===== config.mk =====
export PLATFORM = sky130hd
export DESIGN_NAME = dot_lane_accum
export DESIGN_NICKNAME = d
export VERILOG_FILES = /design/src/rtl/dot_lane_accum.sv
export SDC_FILE = /design/constraint.sdc
export NUM_CORES = 1
export LEC_CHECK = 0
export ABC_AREA = 1
export BUFFER_PORTS_ARGS = -buffer_cell sky130_fd_sc_hd__buf_2
export CAP_MARGIN = 5
export CORE_ASPECT_RATIO = 1.25
export CORE_MARGIN = 5
export CORE_UTILIZATION = 53
export DETAILED_ROUTE_END_ITERATION = 10
export PLACE_DENSITY = 0.75
export SKIP_CTS_REPAIR_TIMING = 1
export SLEW_MARGIN = 20
export SYNTH_ARGS = -nofsm -noshare
export SYNTH_HDL_FRONTEND = slang
export SYNTH_SLANG_ARGS = --single-unit
export TNS_END_PERCENT = 100

===== constraint.sdc =====
create_clock -name clk -period 4.2 [get_ports clk]
set_clock_uncertainty 0.05 [all_clocks]
set_input_delay 0.63 -clock clk [delete_from_list [all_inputs] [get_ports clk]]
set_output_delay 0.63 -clock clk [all_outputs]
set_load 0.005 [all_outputs]

===== src/rtl/dot_lane_accum.sv =====
// Reduction stage for the signed multiplier array: registered lane-sum tree feeding a
// saturating per-vector accumulator with a valid/ready result port.
module dot_lane_accum #(
    parameter int LANES  = 8,
    parameter int PROD_W = 8,
    parameter int ACC_W  = 24
) (
    input  logic                    clk,
    input  logic                    rst_n,
    input  logic                    in_valid,
    output logic                    in_ready,
    input  logic                    in_last,
    input  logic [LANES*PROD_W-1:0] in_prod,
    output logic                    out_valid,
    input  logic                    out_ready,
    output logic [ACC_W-1:0]        out_data,
    output logic                    out_ovf,
    output logic [15:0]             out_beats
);

    localparam int LOG2L = $clog2(LANES);
    localparam int SUM_W = PROD_W + LOG2L;

    localparam logic [ACC_W-1:0] ACC_MIN = {1'b1, {(ACC_W-1){1'b0}}};
    localparam logic [ACC_W-1:0] ACC_MAX = {1'b0, {(ACC_W-1){1'b1}}};

    logic             [SUM_W-1:0] tree [LANES];

    logic                         s1_valid_q, s1_valid_d;
    logic                         s1_last_q,  s1_last_d;
    logic             [SUM_W-1:0] s1_sum_q,   s1_sum_d;

    logic             [ACC_W-1:0] acc_q,      acc_d;
    logic                         ovf_q,      ovf_d;
    logic             [15:0]      beats_q,    beats_d;

    logic                         out_valid_q, out_valid_d;
    logic             [ACC_W-1:0] out_data_q,  out_data_d;
    logic                         out_ovf_q,   out_ovf_d;
    logic             [15:0]      out_beats_q, out_beats_d;

    logic                         stall;
    logic                         accept;
    logic                         advance;
    logic             [ACC_W:0]   acc_wide;
    logic                         sat_hit;
    logic             [ACC_W-1:0] acc_sat;
    logic                         ovf_new;
    logic             [15:0]      beats_new;

    // A held last beat may only stall while the previous result is still unconsumed.
    assign stall    = s1_valid_q && s1_last_q && out_valid_q && !out_ready;
    assign in_ready = rst_n && !stall;
    assign accept   = in_valid && in_ready;
    assign advance  = s1_valid_q && !stall;

    // Pairwise reduction; level w combines 2w partial sums into w, giving log2(LANES) adder depth.
    always_comb begin
        for (int i = 0; i < LANES; i++) begin
            tree[i] = {{LOG2L{in_prod[i*PROD_W + PROD_W - 1]}}, in_prod[i*PROD_W +: PROD_W]};
        end
        for (int w = LANES / 2; w >= 1; w = w / 2) begin
            for (int j = 0; j < w; j++) begin
                tree[j] = tree[2*j] + tree[2*j + 1];
            end
        end
    end

    always_comb begin
        s1_valid_d = s1_valid_q;
        s1_last_d  = s1_last_q;
        s1_sum_d   = s1_sum_q;
        if (!stall) begin
            s1_valid_d = accept;
            if (accept) begin
                s1_last_d = in_last;
                s1_sum_d  = tree[0];
            end
        end
    end

    // One extra headroom bit detects overflow: the top two bits disagree exactly when clamping is needed.
    always_comb begin
        acc_wide  = {acc_q[ACC_W-1], acc_q}
                  + {{(ACC_W + 1 - SUM_W){s1_sum_q[SUM_W-1]}}, s1_sum_q};
        sat_hit   = acc_wide[ACC_W] ^ acc_wide[ACC_W-1];
        acc_sat   = sat_hit ? (acc_wide[ACC_W] ? ACC_MIN : ACC_MAX) : acc_wide[ACC_W-1:0];
        ovf_new   = ovf_q | sat_hit;
        beats_new = (beats_q == 16'hFFFF) ? beats_q : beats_q + 16'd1;
    end

    always_comb begin
        acc_d       = acc_q;
        ovf_d       = ovf_q;
        beats_d     = beats_q;
        out_valid_d = out_valid_q && !out_ready;
        out_data_d  = out_data_q;
        out_ovf_d   = out_ovf_q;
        out_beats_d = out_beats_q;
        if (advance) begin
            if (s1_last_q) begin
                out_valid_d = 1'b1;
                out_data_d  = acc_sat;
                out_ovf_d   = ovf_new;
                out_beats_d = beats_new;
                acc_d       = '0;
                ovf_d       = 1'b0;
                beats_d     = '0;
            end else begin
                acc_d       = acc_sat;
                ovf_d       = ovf_new;
                beats_d     = beats_new;
            end
        end
    end

    always_ff @(posedge clk) begin
        if (!rst_n) begin
            s1_valid_q  <= 1'b0;
            s1_last_q   <= 1'b0;
            s1_sum_q    <= '0;
            acc_q       <= '0;
            ovf_q       <= 1'b0;
            beats_q     <= '0;
            out_valid_q <= 1'b0;
            out_data_q  <= '0;
            out_ovf_q   <= 1'b0;
            out_beats_q <= '0;
        end else begin
            s1_valid_q  <= s1_valid_d;
            s1_last_q   <= s1_last_d;
            s1_sum_q    <= s1_sum_d;
            acc_q       <= acc_d;
            ovf_q       <= ovf_d;
            beats_q     <= beats_d;
            out_valid_q <= out_valid_d;
            out_data_q  <= out_data_d;
            out_ovf_q   <= out_ovf_d;
            out_beats_q <= out_beats_d;
        end
    end

    assign out_valid = out_valid_q;
    assign out_data  = out_data_q;
    assign out_ovf   = out_ovf_q;
    assign out_beats = out_beats_q;

endmodule


==> metrics.yaml <==
run_status:
  status: "finished clean"
logic_synthesis:
  synth_warnings: 0
  number_of_storage_elements_in_the_synthesis_netlist: 96
  synth.cell_area_um2: 7260
  cell_count_after_synthesis: 1009
  synth_area_per_cell_um2: 7.20
  yosys.cell_types.count: 39
  synth_nets: 1166
  synth_seq_area_share_pct: 26.5
layout:
  drive_above_1_share_pct: 17.9
  layout.core_utilization_pct: 62.9
  layout_commonest_cell: "sky130_fd_sc_hd__nand2_1"
  nNetsFinal: 1280
  most-common-layout-cells: "sky130_fd_sc_hd__nand2_1, sky130_fd_sc_hd__inv_1, sky130_fd_sc_hd__buf_2, sky130_fd_sc_hd__dfxtp_1, sky130_fd_sc_hd__a21oi_1"
  multi_input_area_um2: 4540
  antenna_cells_inserted: 0
  seq_area_um2: 1920
  fill_cells: 1202
  areaGrowthSynthToFinish_pct: 15.6
min_path:
  worstHoldPathType: "flip-flop to flip-flop"
power:
  power.ir.vdd_worst_mv: 0.348
  leak_nw: 4.50
  post-layout-total-power_mw: 4.49
  pwr_density_cell_nw_per_um2: 534
sta:
  post-route-min-period_ns: 4.01
  final_max_slew_viols: 0
  worst_slack_ns: 0.186
  timing.fmax_ghz: 0.249
  rsz0062_at_grt: "yes"
  period_share_pct: 95.6
  slew_headroom_pct: 32.0
  finalSetupViolCount: 0
  final_hold_viol_count: 0
  worst_slew_pin_slew_ns: 1.02
placement:
  pre_cts_slack_ns: -0.324
  place.port_buffers: 111
  hpwlAfterDp_mm: 13.9
  finalWeightedCongestion: 0.974
floorplan:
  starting_density_pct: 54.4
  die_h_um: 141
  design.core.area_um2: 13300
  core.rowCount: 47
  pin_count: 112
  fp.dieW_um: 115
  die_ar_um2: 16200
worst_setup_path:
  arrival_ns: 4.20
  max_fo_critical_path: 3
  kind_of_launch_point_of_the_worst_setup_path: "input pin"
  nature_of_the_critical_path_endpoint: "flip-flop"
  timing_worst_setup_path_type: "input pin to flip-flop"
  required_time_of_the_critical_path_ns: 4.38
route:
  viasPerCell: 5.03
  ant_nets: 0
  avg_wl_per_cell_um: 13.6
  drt_pre_antenna_iters: 5
  wl_mm: 17.6
  initialDrtViolationCount: 327
  post-route-drc-count: 0
  dr_total_vias: 6533
global_routing:
  grt_start_max_net_pins: 35
  grt_antenna_before_repair: 0
  global_route_usage_sum_pct: 22.7
  grt_overflow: 0
  grt_first_pass_wirelength_mm: 29.9
  vias_in_the_first_global_route: 6607
run:
  max_cap_viol_count: 0
cts:
  root_buffer: "sky130_fd_sc_hd__clkbuf_16"
  numClockSinks: 96
  cts.path.max_buffers: 2
  clk-insertion-delay-late_ns: 0.35
  cts_inserted_buffers: 9
  tritoncts_clock_tree: "yes"
  cts_max_level: 3
  clk_pin_slew_worst_paths_ns: 0.08
cells in the mapped netlist (all sizes together):
library cell,instances,area [um^2]
nand2,313,1230
inv,190,713
dfxtp,96,1920
a21oi,71,374
nor2,58,238
fa,52,1040
nand3,39,215
ha,36,450
a22o,27,236
o21ai,25,125
clkbuf,18,67.6
nand4,17,113
xor2,15,131
xnor2,14,123
buf,9,73.8
o21bai,7,52.6
a31oi,4,25.0
and3,3,20.0
or2,3,18.8
a21o,2,15.0
a2bb2oi,2,17.5
nor3,2,10.0
a32o,1,10.0
clkinv,1,3.75
mux2i,1,10.0
nor4,1,6.26
o211ai,1,7.51
or3,1,6.26
cell families after synthesis:
kind of cell	after synthesis	synth area share, %
and+or+nand+nor	437	25.6
buffers and inverters	218	11.8
AOI/OAI and AO/OA	140	11.9
DFF	96	26.5
adders and majority gates	88	20.5
xor gates and xnor gates	29	3.50
muxes	1	0.138
sequential cells by signal, summed over array words and instances, names as in the netlist:
signal / count
ovf_q: 1
out_valid: 1
out_beats: 16
out_ovf: 1
s1_sum_q: 11
s1_last_q: 1
beats_q: 16
acc_q: 24
s1_valid_q: 1
out_data: 24
power breakdown:
part           switching (mW)  total [mW]  leakage, nW  internal (mW)
sequential             0.0716        1.07        0.779          0.999
combinational            1.47        2.58         3.58           1.11
clock                   0.415       0.833        0.141          0.418
per-stage QoR:
step                      cell area, um^2  cells  TNS (ns)  hold WS [ns]
after global routing                 8400   1299  -0.00766         0.427
after global placement               8070   1282    -0.544         0.383
final                                8400   1299         0         0.399
after detailed placement             8070   1282    -0.915         0.383
after floorplan                      7290   1009         0         0.398
after CTS                            8370   1298         0         0.402
layer usage:
layer / vias up / track usage [%] / wire [um]
met5: - / 0 / 0
met4: 0 / 8.63 / 518
met3: 27 / 4.07 / 973
met2: 160 / 41.1 / 9050
met1: 2979 / 26.2 / 7060
li1: 3367 / - / -
critical path, cell delays in order:
cell and delay [ns]:
sky130_fd_sc_hd__buf_2 0.08, sky130_fd_sc_hd__inv_1 0.04, sky130_fd_sc_hd__fa_1 0.53, sky130_fd_sc_hd__inv_1 0.05, sky130_fd_sc_hd__fa_1 0.50, sky130_fd_sc_hd__fa_1 0.54, sky130_fd_sc_hd__inv_1 0.05, sky130_fd_sc_hd__fa_1 0.53
sky130_fd_sc_hd__inv_1 0.04, sky130_fd_sc_hd__ha_2 0.20, sky130_fd_sc_hd__fa_2 0.36, sky130_fd_sc_hd__nand3_1 0.10, sky130_fd_sc_hd__nand3_2 0.09, sky130_fd_sc_hd__nand2_2 0.08, sky130_fd_sc_hd__nand2_1 0.06, sky130_fd_sc_hd__a21oi_2 0.13
sky130_fd_sc_hd__or2_2 0.12, sky130_fd_sc_hd__a31oi_1 0.06
worst paths after layout:
path                                                start                        end  slack [ns]  cells after the start
worst max register to register  s1_sum_q[10]$_SDFFE_PN0P_      acc_q[2]$_SDFFE_PN0P_        1.16                     14
worst max-delay path                          in_prod[26]   s1_sum_q[8]$_SDFFE_PN0P_        0.19                     18
worst min register to register  out_data[22]$_SDFFE_PN0P_  out_data[22]$_SDFFE_PN0P_        0.40                      2
worst min-delay path            out_data[22]$_SDFFE_PN0P_  out_data[22]$_SDFFE_PN0P_        0.40                      2
area by class of cell:
| class | count | area share, % |
|---|---|---|
| multi-input combinational | 695 | 54.0 |
| sequential | 96 | 22.9 |
| inverter | 191 | 8.54 |
| tap | 171 | 2.55 |
| clock inverter | 7 | 0.834 |
| timing repair buffer | 130 | 8.46 |
| clock buffer | 9 | 2.68 |
Note: power is estimated with default switching activity, not from simulation.
